$ cat config.mk
export PLATFORM = sky130hd
export DESIGN_NAME = nec_prefetch
export DESIGN_NICKNAME = d
export VERILOG_FILES = /design/src/rtl/nec_prefetch_pkg.sv /design/src/rtl/nec_prefetch.sv
export SDC_FILE = /design/constraint.sdc
export NUM_CORES = 1
export LEC_CHECK = 0
export BUFFER_PORTS_ARGS = -buffer_cell sky130_fd_sc_hd__buf_2
export CORE_MARGIN = 4
export CORE_UTILIZATION = 25
export DETAILED_ROUTE_END_ITERATION = 8
export PLACE_DENSITY = 0.56
export SLEW_MARGIN = 20
export SYNTH_ARGS = -nofsm -noshare
export SYNTH_HDL_FRONTEND = slang
export SYNTH_SLANG_ARGS = --single-unit
$ cat constraint.sdc
create_clock -name clk -period 5.1 [get_ports clk]
set_clock_uncertainty 0.2 [all_clocks]
set_input_delay 0.765 -clock clk [delete_from_list [all_inputs] [get_ports clk]]
set_output_delay 0.765 -clock clk [all_outputs]
set_load 0.02 [all_outputs]
$ cat src/rtl/nec_prefetch_pkg.sv
// Shared types for the NEC core front end: prefetch FSM states, the queue
// storage type and the segment:offset to physical address helper.
package nec_prefetch_pkg;

    localparam int PF_QUEUE_BYTES = 8;
    localparam int PF_ADDR_WIDTH  = 20;

    typedef enum logic {
        PF_IDLE,
        PF_REQ
    } prefetch_state_e;

    typedef logic [PF_QUEUE_BYTES-1:0][7:0] ipq_t;

    // Word-aligned physical address of the bus word holding byte 'off' in segment 'seg'.
    function automatic logic [PF_ADDR_WIDTH-1:0] fetch_addr(input logic [15:0] seg,
                                                            input logic [15:0] off);
        return {seg, 4'b0000} + {4'b0000, off[15:1], 1'b0};
    endfunction

endpackage

$ cat src/rtl/nec_prefetch.sv
// Instruction prefetch unit: fetches code words at PS:fetch_pc into an 8-byte
// circular queue indexed by the low three bits of the absolute byte offset.
module nec_prefetch
    import nec_prefetch_pkg::*;
#(
    parameter int QUEUE_BYTES = 8,
    parameter int ADDR_WIDTH  = 20
) (
    input  logic                        clk,
    input  logic                        reset,
    input  logic                        ce,
    input  logic [15:0]                 ps,
    input  logic [15:0]                 decode_pc,
    input  logic                        flush,
    input  logic [15:0]                 new_pc,
    input  logic                        suspend,
    output logic                        bus_req,
    output logic [ADDR_WIDTH-1:0]       bus_addr,
    input  logic                        bus_ack,
    input  logic [15:0]                 bus_data,
    output logic [QUEUE_BYTES-1:0][7:0] ipq,
    output logic [3:0]                  ipq_len,
    output logic [15:0]                 fetch_pc
);

    prefetch_state_e state, state_next;
    logic            discard;
    logic [15:0]     occupancy;
    logic [3:0]      free_bytes;
    logic            space_ok;
    logic            start_req;
    logic            ack_accept;
    logic [2:0]      slot_lo;
    logic [2:0]      slot_hi;

    assign occupancy  = fetch_pc - decode_pc;
    assign ipq_len    = occupancy[3:0];
    assign free_bytes = 4'd8 - ipq_len;
    // An odd fetch_pc only needs room for the single high byte of its word.
    assign space_ok   = fetch_pc[0] ? (free_bytes >= 4'd1) : (free_bytes >= 4'd2);
    assign ack_accept = ce && (state == PF_REQ) && bus_ack;
    assign bus_req    = (state == PF_REQ);
    assign slot_lo    = fetch_pc[2:0];
    assign slot_hi    = slot_lo + 3'd1;

    always_comb begin
        state_next = state;
        start_req  = 1'b0;
        case (state)
            PF_IDLE: begin
                if (ce && !suspend && !flush && space_ok) begin
                    state_next = PF_REQ;
                    start_req  = 1'b1;
                end
            end
            PF_REQ: begin
                if (ack_accept) begin
                    state_next = PF_IDLE;
                end
            end
            default: state_next = PF_IDLE;
        endcase
    end

    always_ff @(posedge clk) begin
        if (reset) begin
            state <= PF_IDLE;
        end else if (ce) begin
            state <= state_next;
        end
    end

    // A flush cannot abort a bus cycle in flight, so its data is marked for discard instead.
    always_ff @(posedge clk) begin
        if (reset) begin
            fetch_pc <= 16'h0000;
            discard  <= 1'b0;
            bus_addr <= '0;
            ipq      <= '0;
        end else if (ce) begin
            if (start_req) begin
                bus_addr <= fetch_addr(ps, fetch_pc);
            end
            if (flush) begin
                fetch_pc <= new_pc;
                discard  <= (state == PF_REQ) && !bus_ack;
            end else if (ack_accept) begin
                discard <= 1'b0;
                if (!discard) begin
                    if (fetch_pc[0]) begin
                        ipq[slot_lo] <= bus_data[15:8];
                        fetch_pc     <= fetch_pc + 16'd1;
                    end else begin
                        ipq[slot_lo] <= bus_data[7:0];
                        ipq[slot_hi] <= bus_data[15:8];
                        fetch_pc     <= fetch_pc + 16'd2;
                    end
                end
            end
        end
    end

    a_len_bound: assert property (@(posedge clk) disable iff (reset) occupancy <= 16'd8);

endmodule

# == Word level (Yosys, flattened, before mapping) ==
# Index checks and enable logic that the tools add are counted.
# totals
register_bits,102
in_bits,70
output_inout_bits,105
elab_cells,63
# classes
n_addsub,6
magnitude_cmp,6
eq_ne,1
n_mux,19
bitwise,3
n_reduce_logical,16
# ops
cell,n
64-bit bitwise mux,3
16-bit two-way mux,4
64-bit two-way mux,1
8-bit demux with 3-bit select,2
20-bit by 16-bit adder with 20-bit output,1
16-bit by 1-bit adder with 16-bit output (second input constant),1
16-bit by 2-bit adder with 16-bit output (second input constant),1
8-bit two-way mux,2
1-bit logical AND,8
3-bit by 4-bit less-than comparator with 1-bit output (second input constant),2
3-bit by 1-bit >= comparator with 1-bit output (second input constant),2
1-bit two-way mux,6
4-bit by 1-bit >= comparator with 1-bit output (second input constant),1
4-bit by 2-bit >= comparator with 1-bit output (second input constant),1
2-bit AND reduction,2
4-bit AND reduction,1
4-bit subtractor,1
4-bit subtractor (first input constant),1
3-bit by 1-bit adder with 3-bit output (second input constant),1
1-bit zero test,3
1-bit NOT,3
3-bit AND reduction,1
2-bit inequality test (second input constant),1
1-bit case mux with 2 select lines,1
2-bit nonzero test,1

# == Logic depth before layout (Yosys ltp) ==
# Gate-level depths: netlist of the first run.
# logic_depth
word_depth,8
mapped_depth,14
depth_no_buf,11

# == Least setup slack after synthesis of the first run ==
# OpenSTA, ideal clock, no wires.
# synth_timing
kind,reg-to-reg
from,reg fetch_pc[0]
to,reg bus_addr[10]
setup_time_ns,0.128
arrival_ns,3.503
t_required_ns,4.772
path_slack_ns,1.269
stages_incl_launch_ff,15
n_path_buf,3
period_less_slack_ns,3.831
path_cell_list,dfxtp_1 clkbuf_1 clkbuf_1 inv_1 ha_1 fa_1 inv_1 ha_1 nor4b_1 mux2i_1 o31ai_1 a41oi_4 buf_6 mux2i_1 nor2_1
# synth_via
elab_chain_len,8
elab_cells_between_ends,9
cone_classes,add/sub: 2; order compare: 2; mux: 3; reduce/logical: 2
# synth_lines
element,line,source
start: declaration,nec_prefetch.sv:23,output logic [15:0] fetch_pc
start signal: assignment,nec_prefetch.sv:85,fetch_pc <= new_pc;
start signal: assignment,nec_prefetch.sv:92,fetch_pc <= fetch_pc + 16'd1;
start signal: assignment,nec_prefetch.sv:96,fetch_pc <= fetch_pc + 16'd2;
4-bit subtractor (*),nec_prefetch.sv:36,assign occupancy = fetch_pc - decode_pc;
named net ipq_len[1],nec_prefetch.sv:22,"output logic [3:0] ipq_len,"
4-bit subtractor (*),nec_prefetch.sv:38,assign free_bytes = 4'd8 - ipq_len;
4-bit by 2-bit >= comparator with 1-bit output / 4-bit by 1-bit >= comparator with 1-bit output (equally long branches),nec_prefetch.sv:40,assign space_ok = fetch_pc[0] ? (free_bytes >= 4'd1) : (free_bytes >= 4'd2);
1-bit two-way mux (*),nec_prefetch.sv:40,
1-bit logical AND (*),nec_prefetch.sv:51,if (ce && !suspend && !flush && space_ok) begin
1-bit two-way mux (*),nec_prefetch.sv:51,
1-bit two-way mux (*),nec_prefetch.sv:49,case (state)
2-bit AND reduction (no line) (*),--,
end signal: assignment,nec_prefetch.sv:82,"bus_addr <= fetch_addr(ps, fetch_pc);"
end: declaration,nec_prefetch.sv:18,"output logic [ADDR_WIDTH-1:0] bus_addr,"
# Mark *: on every way through the listed nets, which the timed path passes. The rest lies on a longest branch.
# A chain may end at the register's enable or synchronous reset.

# == Final worst setup path of the first run ==
# layout_timing
from,in decode_pc[0]
to,reg bus_addr[1]
# layout_via
elab_chain_len,8
elab_cells_between_ends,9
cone_classes,add/sub: 2; order compare: 2; mux: 3; reduce/logical: 2
# layout_lines
element,line,source
start: declaration,nec_prefetch.sv:13,"input logic [15:0] decode_pc,"
4-bit subtractor (*),nec_prefetch.sv:36,
4-bit subtractor (*),nec_prefetch.sv:38,
4-bit by 2-bit >= comparator with 1-bit output / 4-bit by 1-bit >= comparator with 1-bit output (equally long branches),nec_prefetch.sv:40,
1-bit two-way mux (*),nec_prefetch.sv:40,
1-bit logical AND (*),nec_prefetch.sv:51,
1-bit two-way mux (*),nec_prefetch.sv:51,
1-bit two-way mux (*),nec_prefetch.sv:49,
2-bit AND reduction (no line) (*),--,
# Every way passes the cells marked *; elsewhere a longest branch is shown, timed or not.

==> results of run 1 <==
## layout make-up
cell class | count | area [sq um] | area share, %
inverter | 16 | 60.06 | 0.9479
clock inverter | 6 | 58.81 | 0.9281
tap | 265 | 331.6 | 5.233
clock buffer | 10 | 229.0 | 3.614
sequential | 101 | 2022 | 31.91
multi-input combinational | 451 | 2781 | 43.90
timing repair buffer | 167 | 853.3 | 13.47
## cells in the mapped netlist (2+ instances only)
library cell / n / area share (%)
buf_6: 2 / 0.45
nor4_1: 3 / 0.38
o211ai_1: 3 / 0.45
a221oi_1: 3 / 0.53
o22ai_1: 3 / 0.38
inv_1: 16 / 1.2
a21oi_1: 65 / 6.5
or3_1: 6 / 0.75
and4_1: 2 / 0.35
fa_1: 2 / 0.80
nor2_1: 68 / 5.1
nor3_1: 5 / 0.50
a22o_1: 2 / 0.35
a31oi_1: 2 / 0.25
nand4_1: 5 / 0.63
ha_1: 25 / 6.3
mux2i_1: 46 / 9.2
nand2b_1: 7 / 0.88
o21ai_0: 27 / 2.7
and2_1: 5 / 0.63
o31ai_1: 3 / 0.45
a21o_1: 4 / 0.60
a211oi_1: 10 / 1.5
nand2_1: 103 / 7.8
o21a_1: 2 / 0.30
nand3_1: 8 / 0.80
a22oi_1: 5 / 0.75
xnor2_1: 8 / 1.4
a211oi_2: 3 / 0.75
clkbuf_1: 25 / 1.9
and3_1: 3 / 0.38
dfxtp_1: 101 / 41
xor2_1: 5 / 0.88
nor2_2: 2 / 0.25
## per-layer routing
layer  vias to the layer above  global-route usage [%]
li1                       2378                       -
met1                      2153                   19.20
met2                       102                   20.89
met3                        17                   3.130
met4                         4                   3.844
met5                         -                       0
## path summary, 6_finish.rpt
kind | endpoint | slack [ps] | depth (start not counted)
max | bus_addr[1] | 1380 | 11
min | ipq[35] | 260 | 2
max reg2reg | bus_addr[1] | 1480 | 11
min reg2reg | ipq[35] | 260 | 2
## flip-flops by register name (all words and copies together), names as in the netlist
signal,cells
bus_req,1
ipq,64
bus_addr,19
fetch_pc,16
discard,1
## power breakdown
group	leakage (nW)	switching, mW	internal, mW
combinational	1.99	0.162	0.0977
sequential	0.816	0.0130	0.802
clock	0.136	0.340	0.341
total	2.95	0.515	1.24
## cell families (layout without fill, tap and decap cells)
kind of cell | after synthesis | in the layout | share of synthesized area [%]
and+or+nand+nor | 224 | 224 | 19.65
AOI/OAI and AO/OA | 140 | 140 | 17.34
DFF | 101 | 101 | 40.56
muxes | 46 | 46 | 9.237
buffers and inverters | 45 | 199 | 3.765
adders and majority gates | 27 | 27 | 7.078
xor gates and xnor gates | 13 | 13 | 2.284
other | 1 | 1 | 0.07523
## per-stage QoR
stage	cell area, sq um	power, mW	instances	util, %	hold WS (ps)
floorplan	4985	1.003	597	-	319.2
CTS	6330	1.789	1016	32.42	258.7
global placement	6042	1.093	1000	30.94	240.2
finish	6336	1.756	1016	32.45	255.4
global route	6336	1.845	1016	32.45	271.0
detailed placement	6042	1.095	1000	30.94	246.7
## tightest hold or removal path, stage by stage (launching register included)
cell and delay (ps):
dfxtp_1 310, nand2_1 50, a21oi_1 50
==> flow_summary_export.csv, run 1 <==
group,metric,value,unit
run_status,status,"finished, final reports clean",
global_route,overflow,0,
global_route,grt_max_degree,61,
clock_network,clk_latency,360,ps
timing,worst_pin_slew,933.1,ps
timing,fin_crit_sh,72.98,%
global_route,grt_usage,13.63,%
yosys,ys_warn_count,0,
yosys,ys.flop_type,"dfxtp_1",
drt,route.detailed.drc,0,
finish,final_common_cell,"buf_2",
setup_path,reg2reg_from,"fetch_pc[0]",
drt,wire_per_inst,15.28,um
drt,ant_nets,0,
yosys,yosys.cell_types.count,52,
placement,pre_cts_ws,977.4,ps
floorplanning,die_area,22260,sq um
setup_path,critPathSlowestCell,"fa_1",
clock_network,clock-sinks,101,
yosys,synth-edff-count,0,
setup_path,cpPeakStageDelay,490,ps
clock_network,htree_levels,3,
timing,rsz0062_at_grt,"no",
job,maxCapViolCount,0,
finish,final_nets,843,
floorplanning,die_w,149.2,um
finish,diodes,0,
clock_network,ctsHoldBuffers,0,
yosys,ys_seq_area_share,40.56,%
clock_network,clockBufferDepth,2,
drt,routed_via_density,4.581,
clock_network,cts_tree,"done",
setup_path,cp_top_family,"adder cells",
drt,dr_wl_met2,7036,um
placement,gp_congestion,0.7784,
yosys,syn_area,4985,sq um
drt,dr.pass1.iters,4,
yosys,async_reset_ff_share,0,%
finish,syn_to_final_growth,27.11,%
placement,hpwlAfterDp,11530,um
clock_network,cts_root_buf,"clkbuf_16",
yosys,syn_inst,597,
finish,drive_above_1_share,25.70,%
placement,port_buffers,161,
timing,maxSlewHeadroom,37.59,%
timing,fmax,268.7,MHz
yosys,avgSynthCellArea,8.350,sq um
drt,dr.first_iter.drc_count,268,
setup_path,timing.critical_path.buf_inv,2,
setup_path,path_class,"input pin to register",
clock_network,post_cts_resize_count,0,
global_route,grt_pass1_wl,23870,um
setup_path,cp-end-kind,"register",
power_and_ir_drop,peakVddDrop,0.1370,mV
floorplanning,rows,51,
clock_network,postCtsSetupBuffers,0,
setup_path,cp_data_arrival_time,3750,ps
drt,wl_met1,7510,um
yosys,synth_fp_nets,694,
timing,drv_slew,0,
hold_path,min-delay-start,"ipq[35]",
drt,via_count,4654,
global_route,grt_pass1_vias,4346,
yosys,ys_seq_elements,101,
setup_path,cp-startpoint,"decode_pc[0]",
floorplanning,core_region_area,19530,sq um
timing,fin_crit,3722,ps
finish,fillers,2139,
floorplanning,die_height,149.2,um
floorplanning,initial_core_util,25.53,%
finish,layout_common_cells,"buf_2, nand2_1, dfxtp_1",
setup_path,worstPathRequired,5130,ps
power_and_ir_drop,p_per_area,277.1,nW/um^2
global_route,antenna_found_initial,2,
drt,routed_wirelength,15520,um
setup_path,cp_max_fo,24,
timing,hold_violations,0,
clock_network,clkSlewWorstSetupHoldPaths,70,ps
drt,top_layer,"met5",
hold_path,hp-class,"register to register",
floorplanning,io_pins,175,
clock_network,cts_made_buffers,9,
timing,setup_viol,0,
timing,tns,0,ps
setup_path,worstPathCellList,"buf_2 > ha_1 > fa_1 > ha_1 > nor4b_1 > mux2i_1 > o31ai_1 > a41oi_4 > buf_4 > mux2i_1 > nor2_1",
drt,wl_met3,761,um
setup_path,worstSetupStartpointType,"input pin",
timing,setup_slack,1378,ps
power_and_ir_drop,leakagePower,2.945,nW
No activity file was read; power rests on OpenSTA's default activity.
==> inputs of run 2 (changes only) <==
- PLACE_DENSITY: 0.56 -> 0.57
- clock period: 5.1 -> 3.1 ns (I/O delays scaled with it)
==> run 2 against run 1 <==
Clock power grew 63%. Cell count is 1.8% higher. Register-to-register slack got worse by 1400 ps. Sequential power grew 64%. Largest cell class unchanged. Highest routed layer is now met4.
==> flow_summary_export.csv, run 2 (synthesized netlist as in run 1, its figures left out) <==
group,metric,value,unit
run_status,status,"finished, final reports clean",
placement,hpwlAfterDp,11960,um
finish,layout_common_cells,"buf_2, nand2_1, dfxtp_1",
drt,ant_nets,0,
finish,final_nets,859,
clock_network,htree_levels,3,
hold_path,hp-class,"input pin to register",
timing,fin_crit,3037,ps
finish,drive_above_1_share,29.20,%
clock_network,clk_latency,350,ps
floorplanning,io_pins,175,
power_and_ir_drop,seq_power_share,45.5,%
finish,syn_to_final_growth,32.30,%
drt,route.detailed.drc,0,
clock_network,cts_tree,"done",
clock_network,clkSlewWorstSetupHoldPaths,70,ps
floorplanning,initial_core_util,25.53,%
floorplanning,rows,51,
finish,fillers,2128,
power_and_ir_drop,p_comb_share,16.7,%
setup_path,cp_data_arrival_time,3120,ps
clock_network,clockBufferDepth,2,
global_route,overflow,0,
drt,via_count,4704,
timing,drv_slew,0,
global_route,grt_pass1_vias,4409,
setup_path,cp-end-kind,"register",
setup_path,path_class,"register to register",
placement,gp_congestion,0.8374,
power_and_ir_drop,leakagePower,3.058,nW
power_and_ir_drop,p_per_area,446.9,nW/um^2
power_and_ir_drop,switchingPower,0.8609,mW
finish,top_register,"ipq",
clock_network,ctsHoldBuffers,0,
global_route,antenna_found_initial,2,
floorplanning,die_height,149.2,um
global_route,grt_pass1_wl,24490,um
floorplanning,core_region_area,19530,sq um
placement,port_buffers,161,
timing,hold_ws,175.4,ps
timing,fmax,329.3,MHz
power_and_ir_drop,power.total,2.948,mW
power_and_ir_drop,peakVddDrop,0.2550,mV
setup_path,worstPathCellList,"inv_4 > ha_4 > fa_2 > ha_4 > nor4_4 > mux2i_1 > o31ai_2 > a41oi_4 > buf_12 > nand2b_4 > a21oi_1",
global_route,grt_max_degree,65,
setup_path,cpPeakStageDelay,580,ps
drt,dr.pass1.iters,4,
floorplanning,die_w,149.2,um
floorplanning,die_area,22260,sq um
timing,worst_pin_slew,617.0,ps
global_route,grt_usage,14.14,%
drt,dr.first_iter.drc_count,195,
drt,routed_via_density,4.549,
finish,largest_reg_flops,64,
setup_path,critPathSlowestCell,"fa_2",
setup_path,worstPathRequired,3180,ps
timing,hold_violations,0,
timing,maxSlewHeadroom,58.76,%
finish,multi_input_area,2868,sq um
finish,reg.largest.list,"ipq: 64 flops, bus_addr: 19 flops, fetch_pc: 16 flops",
power_and_ir_drop,p_sw_share,29.21,%
timing,rsz0062_at_grt,"yes",
clock_network,cts_root_buf,"clkbuf_16",
job,maxCapViolCount,0,
power_and_ir_drop,power_frac_clock,37.8,%
timing,setup_viol,0,
setup_path,worstSetupStartpointType,"register",
power_and_ir_drop,p_int,2.087,mW
clock_network,clock-sinks,101,
clock_network,cts_made_buffers,9,
timing,fin_crit_sh,97.97,%
drt,routed_wirelength,16140,um
setup_path,cpMostUsedCell,"ha_4",
finish,seq_area,2026,sq um
setup_path,cp_max_fo,7,
drt,wire_per_inst,15.61,um
finish,final_common_cell,"buf_2",
==> run 2: cell count changes in the layout (fill, tap and decap cells not counted), sizes merged <==
cell,previous run,this run
diode,0,2
clkinv,4,1
inv,17,20
buf,167,182
clkbuf,10,11
==> run 2: critical path, delay by kind of cell (launching register included) <==
family | cells | cell delay, ps
compound gates | 3 | 650
fa+ha+maj | 3 | 960
buf+inv | 2 | 260
flops | 1 | 360
mux | 1 | 140
simple gates | 2 | 390
==> run 2: power groups by stage <==
| stage | combinational [mW] | clock, mW | sequential [mW] |
|---|---|---|---|
| 2_1_floorplan | 0.267 | 0 | 1.40 |
| 3_5_place_dp | 0.467 | 0 | 1.37 |
| 4_1_cts | 0.493 | 1.15 | 1.34 |
| 3_3_place_gp | 0.463 | 0 | 1.37 |
| 5_1_grt | 0.538 | 1.20 | 1.35 |
| 6_report | 0.492 | 1.11 | 1.34 |
==> run 2: cell type report <==
cell class                 instances  area share, %
clock buffer                      10          3.472
clock inverter                     6         0.8158
inverter                          16         0.9486
tap                              265          5.028
multi-input combinational        451          43.48
sequential                       101          30.72
antenna                            2        0.07589
timing repair buffer             183          15.46
==> run 2: path summary, 6_finish.rpt <==
check	depth (start not counted)	endpoint	slack (ps)	start
setup / recovery	11	bus_addr[12]	60	fetch_pc[0]
hold reg to reg	2	ipq[20]	250	ipq[20]
setup reg to reg	11	bus_addr[12]	60	fetch_pc[0]
hold / removal	2	discard	180	ce
==> run 2: layer usage <==
layer | global-route usage (%) | part of all wire [%]
met5 | 0 | 0
met4 | 5.904 | 2.5
met3 | 4.163 | 5.2
met2 | 22.06 | 46
met1 | 18.25 | 46
==> run 2: through the flow <==
stage	setup WS, ps	setup TNS [ps]	cell area (sq um)	std cells	utilization [%]
6_report	62.92	0	6595	1034	33.78
5_1_grt	-79.45	-411.0	6595	1034	33.78
4_1_cts	2.416	0	6578	1031	33.69
3_5_place_dp	-273.2	-4660	6231	1014	31.91
3_3_place_gp	-206.8	-3417	6231	1014	31.91
2_1_floorplan	-226.2	-3463	5064	597	-
==> run 2: timing repair <==
item / CTS / global route
gates resized for setup: 7 / 2
pin swaps: 3 / 3
cloned: 1 / 0
endpoints found under the setup margin: 20 / 20
buffers inserted: 0 / 1
==> inputs of run 3 (changes only) <==
- CELL_PAD_IN_SITES_DETAIL_PLACEMENT: unset -> 1
- CELL_PAD_IN_SITES_GLOBAL_PLACEMENT: unset -> 1
- PLACE_DENSITY: 0.57 -> 0.71
==> run 3 against run 2 <==
Register-to-register slack hardly changed. Non-clock buffer count is 3 higher. Clock power is essentially flat. Critical path type unchanged. Largest power group unchanged. Highest routed layer is now met5.
==> flow_summary_export.csv, run 3 (synthesized netlist as in run 1, its figures left out) <==
group,metric,value,unit
run_status,status,"finished, final reports clean",
global_route,grt_pass1_wl,25690,um
setup_path,worstSetupStartpointType,"register",
clock_network,clock-sinks,101,
drt,via_count,4768,
drt,dr.pass1.iters,4,
timing,drv_slew,0,
hold_path,min-delay-start,"ce",
clock_network,cts_root_buf,"clkbuf_16",
setup_path,worstPathRequired,3120,ps
global_route,antenna_found_initial,1,
drt,route.detailed.drc,0,
clock_network,clk_latency,360,ps
setup_path,worstPathCellList,"inv_6 > ha_4 > fa_2 > inv_2 > ha_4 > nor4b_2 > mux2i_1 > o31ai_2 > a41oi_4 > buf_12 > mux2i_1 > nor2_1",
finish,largest_reg_flops,64,
setup_path,cp-startpoint,"fetch_pc[0]",
floorplanning,core_region_area,19530,sq um
finish,layout_common_cells,"buf_2, nand2_1, dfxtp_1",
timing,fmax,330.0,MHz
setup_path,critPathSlowestCell,"fa_2",
drt,routed_via_density,4.607,
power_and_ir_drop,leakagePower,3.098,nW
power_and_ir_drop,p_per_area,447.2,nW/um^2
finish,drive_above_1_share,30.13,%
clock_network,clockBufferDepth,2,
finish,diodes,0,
clock_network,cts_made_buffers,9,
clock_network,htree_levels,3,
setup_path,cp-end-kind,"register",
drt,dr.first_iter.drc_count,207,
timing,maxSlewHeadroom,59.94,%
global_route,grt_usage,14.66,%
setup_path,cp_data_arrival_time,3050,ps
setup_path,cpPeakStageDelay,580,ps
timing,worst_pin_slew,600.9,ps
timing,rsz0062_at_grt,"yes",
finish,syn_to_final_growth,33.81,%
job,maxCapViolCount,0,
floorplanning,die_area,22260,sq um
setup_path,path_class,"register to register",
placement,gp_congestion,0.8311,
finish,reg.largest.list,"ipq: 64 flops, bus_addr: 19 flops, fetch_pc: 16 flops",
drt,wire_per_inst,16.37,um
clock_network,cts_tree,"done",
setup_path,reg2reg_from,"fetch_pc[0]",
drt,ant_nets,0,
finish,final_common_cell,"buf_2",
placement,place_inst,1016,
timing,fin_crit,3031,ps
global_route,grt_pass1_vias,4652,
placement,hpwlAfterDp,12720,um
finish,final_util,34.16,%
power_and_ir_drop,peakVddDrop,0.2849,mV
floorplanning,io_pins,175,
timing,setup_viol,0,
hold_path,hp-class,"input pin to register",
global_route,grt_max_degree,56,
drt,routed_wirelength,16940,um
floorplanning,initial_core_util,25.53,%
floorplanning,die_height,149.2,um
finish,final_nets,862,
setup_path,cp_top_family,"adder cells",
setup_path,cp_max_fo,6,
floorplanning,die_w,149.2,um
finish,top_register,"ipq",
timing,fin_crit_sh,97.76,%
placement,port_buffers,161,
finish,fillers,2412,
timing,hold_violations,0,
setup_path,timing.critical_path.buf_inv,3,
finish,layout.cells.non_filler,1035,
floorplanning,rows,51,
global_route,overflow,0,
clock_network,clkSlewWorstSetupHoldPaths,80,ps
## run 3: changes by cell type in the layout (fill, tap and decap cells not counted), moves of 2 or more
cell	before	now
buf_4	19	21
nand2b_4	1	3
nand2b_1	6	4
diode_2	2	0
## run 3: worst paths after layout
| path | end | slack, ps | depth (start not counted) |
|---|---|---|---|
| setup / recovery | bus_addr[8] | 70 | 12 |
| hold / removal | discard | 190 | 2 |
| setup reg to reg | bus_addr[8] | 70 | 12 |
| hold reg to reg | ipq[16] | 250 | 2 |
## run 3: power breakdown
group	leakage [nW]	switching [mW]	internal, mW
clock	0.145	0.573	0.567
sequential	0.817	0.0209	1.32
combinational	2.14	0.295	0.207
total	3.10	0.889	2.09
## run 3: layout make-up
type                       count  area, sq um  share of cell area, %
clock inverter                 7        67.56                  1.013
multi-input combinational    451         2895                  43.41
tap                          265        331.6                  4.971
timing repair buffer         186         1060                  15.89
inverter                      16        65.06                 0.9754
clock buffer                   9        225.2                  3.376
sequential                   101         2026                  30.37
## run 3: repair_timing
| item | in CTS | in global routing |
|---|---|---|
| hold buffers | 0 | 0 |
| pin swaps | 1 | 8 |
| setup buffers | 0 | 1 |
| cloned | 0 | 2 |
| resized for setup | 0 | 13 |
| endpoints found under the setup margin | 7 | 20 |
## run 3: per-stage QoR
step	total power, mW	cell area [sq um]	TNS [ps]	setup WS, ps	hold WS (ps)
2_1_floorplan	1.666	5064	-3463	-226.2	319.2
3_3_place_gp	1.838	6246	-2162	-138.8	241.7
3_5_place_dp	1.846	6246	-3146	-205.8	246.7
4_1_cts	3.005	6539	0	5.093	168.9
5_1_grt	3.130	6670	-713.6	-61.76	181.4
6_report	2.983	6670	0	69.49	186.1
## run 3: metal layers
layer  GRT usage [%]  vias up  part of all wire (%)
met1           19.11     2264                    46
met3           3.251       15                   4.1
met2           24.08       84                    48
li1                -     2403                     -
met4           4.851        2                   1.7
met5               0        -                 0.071
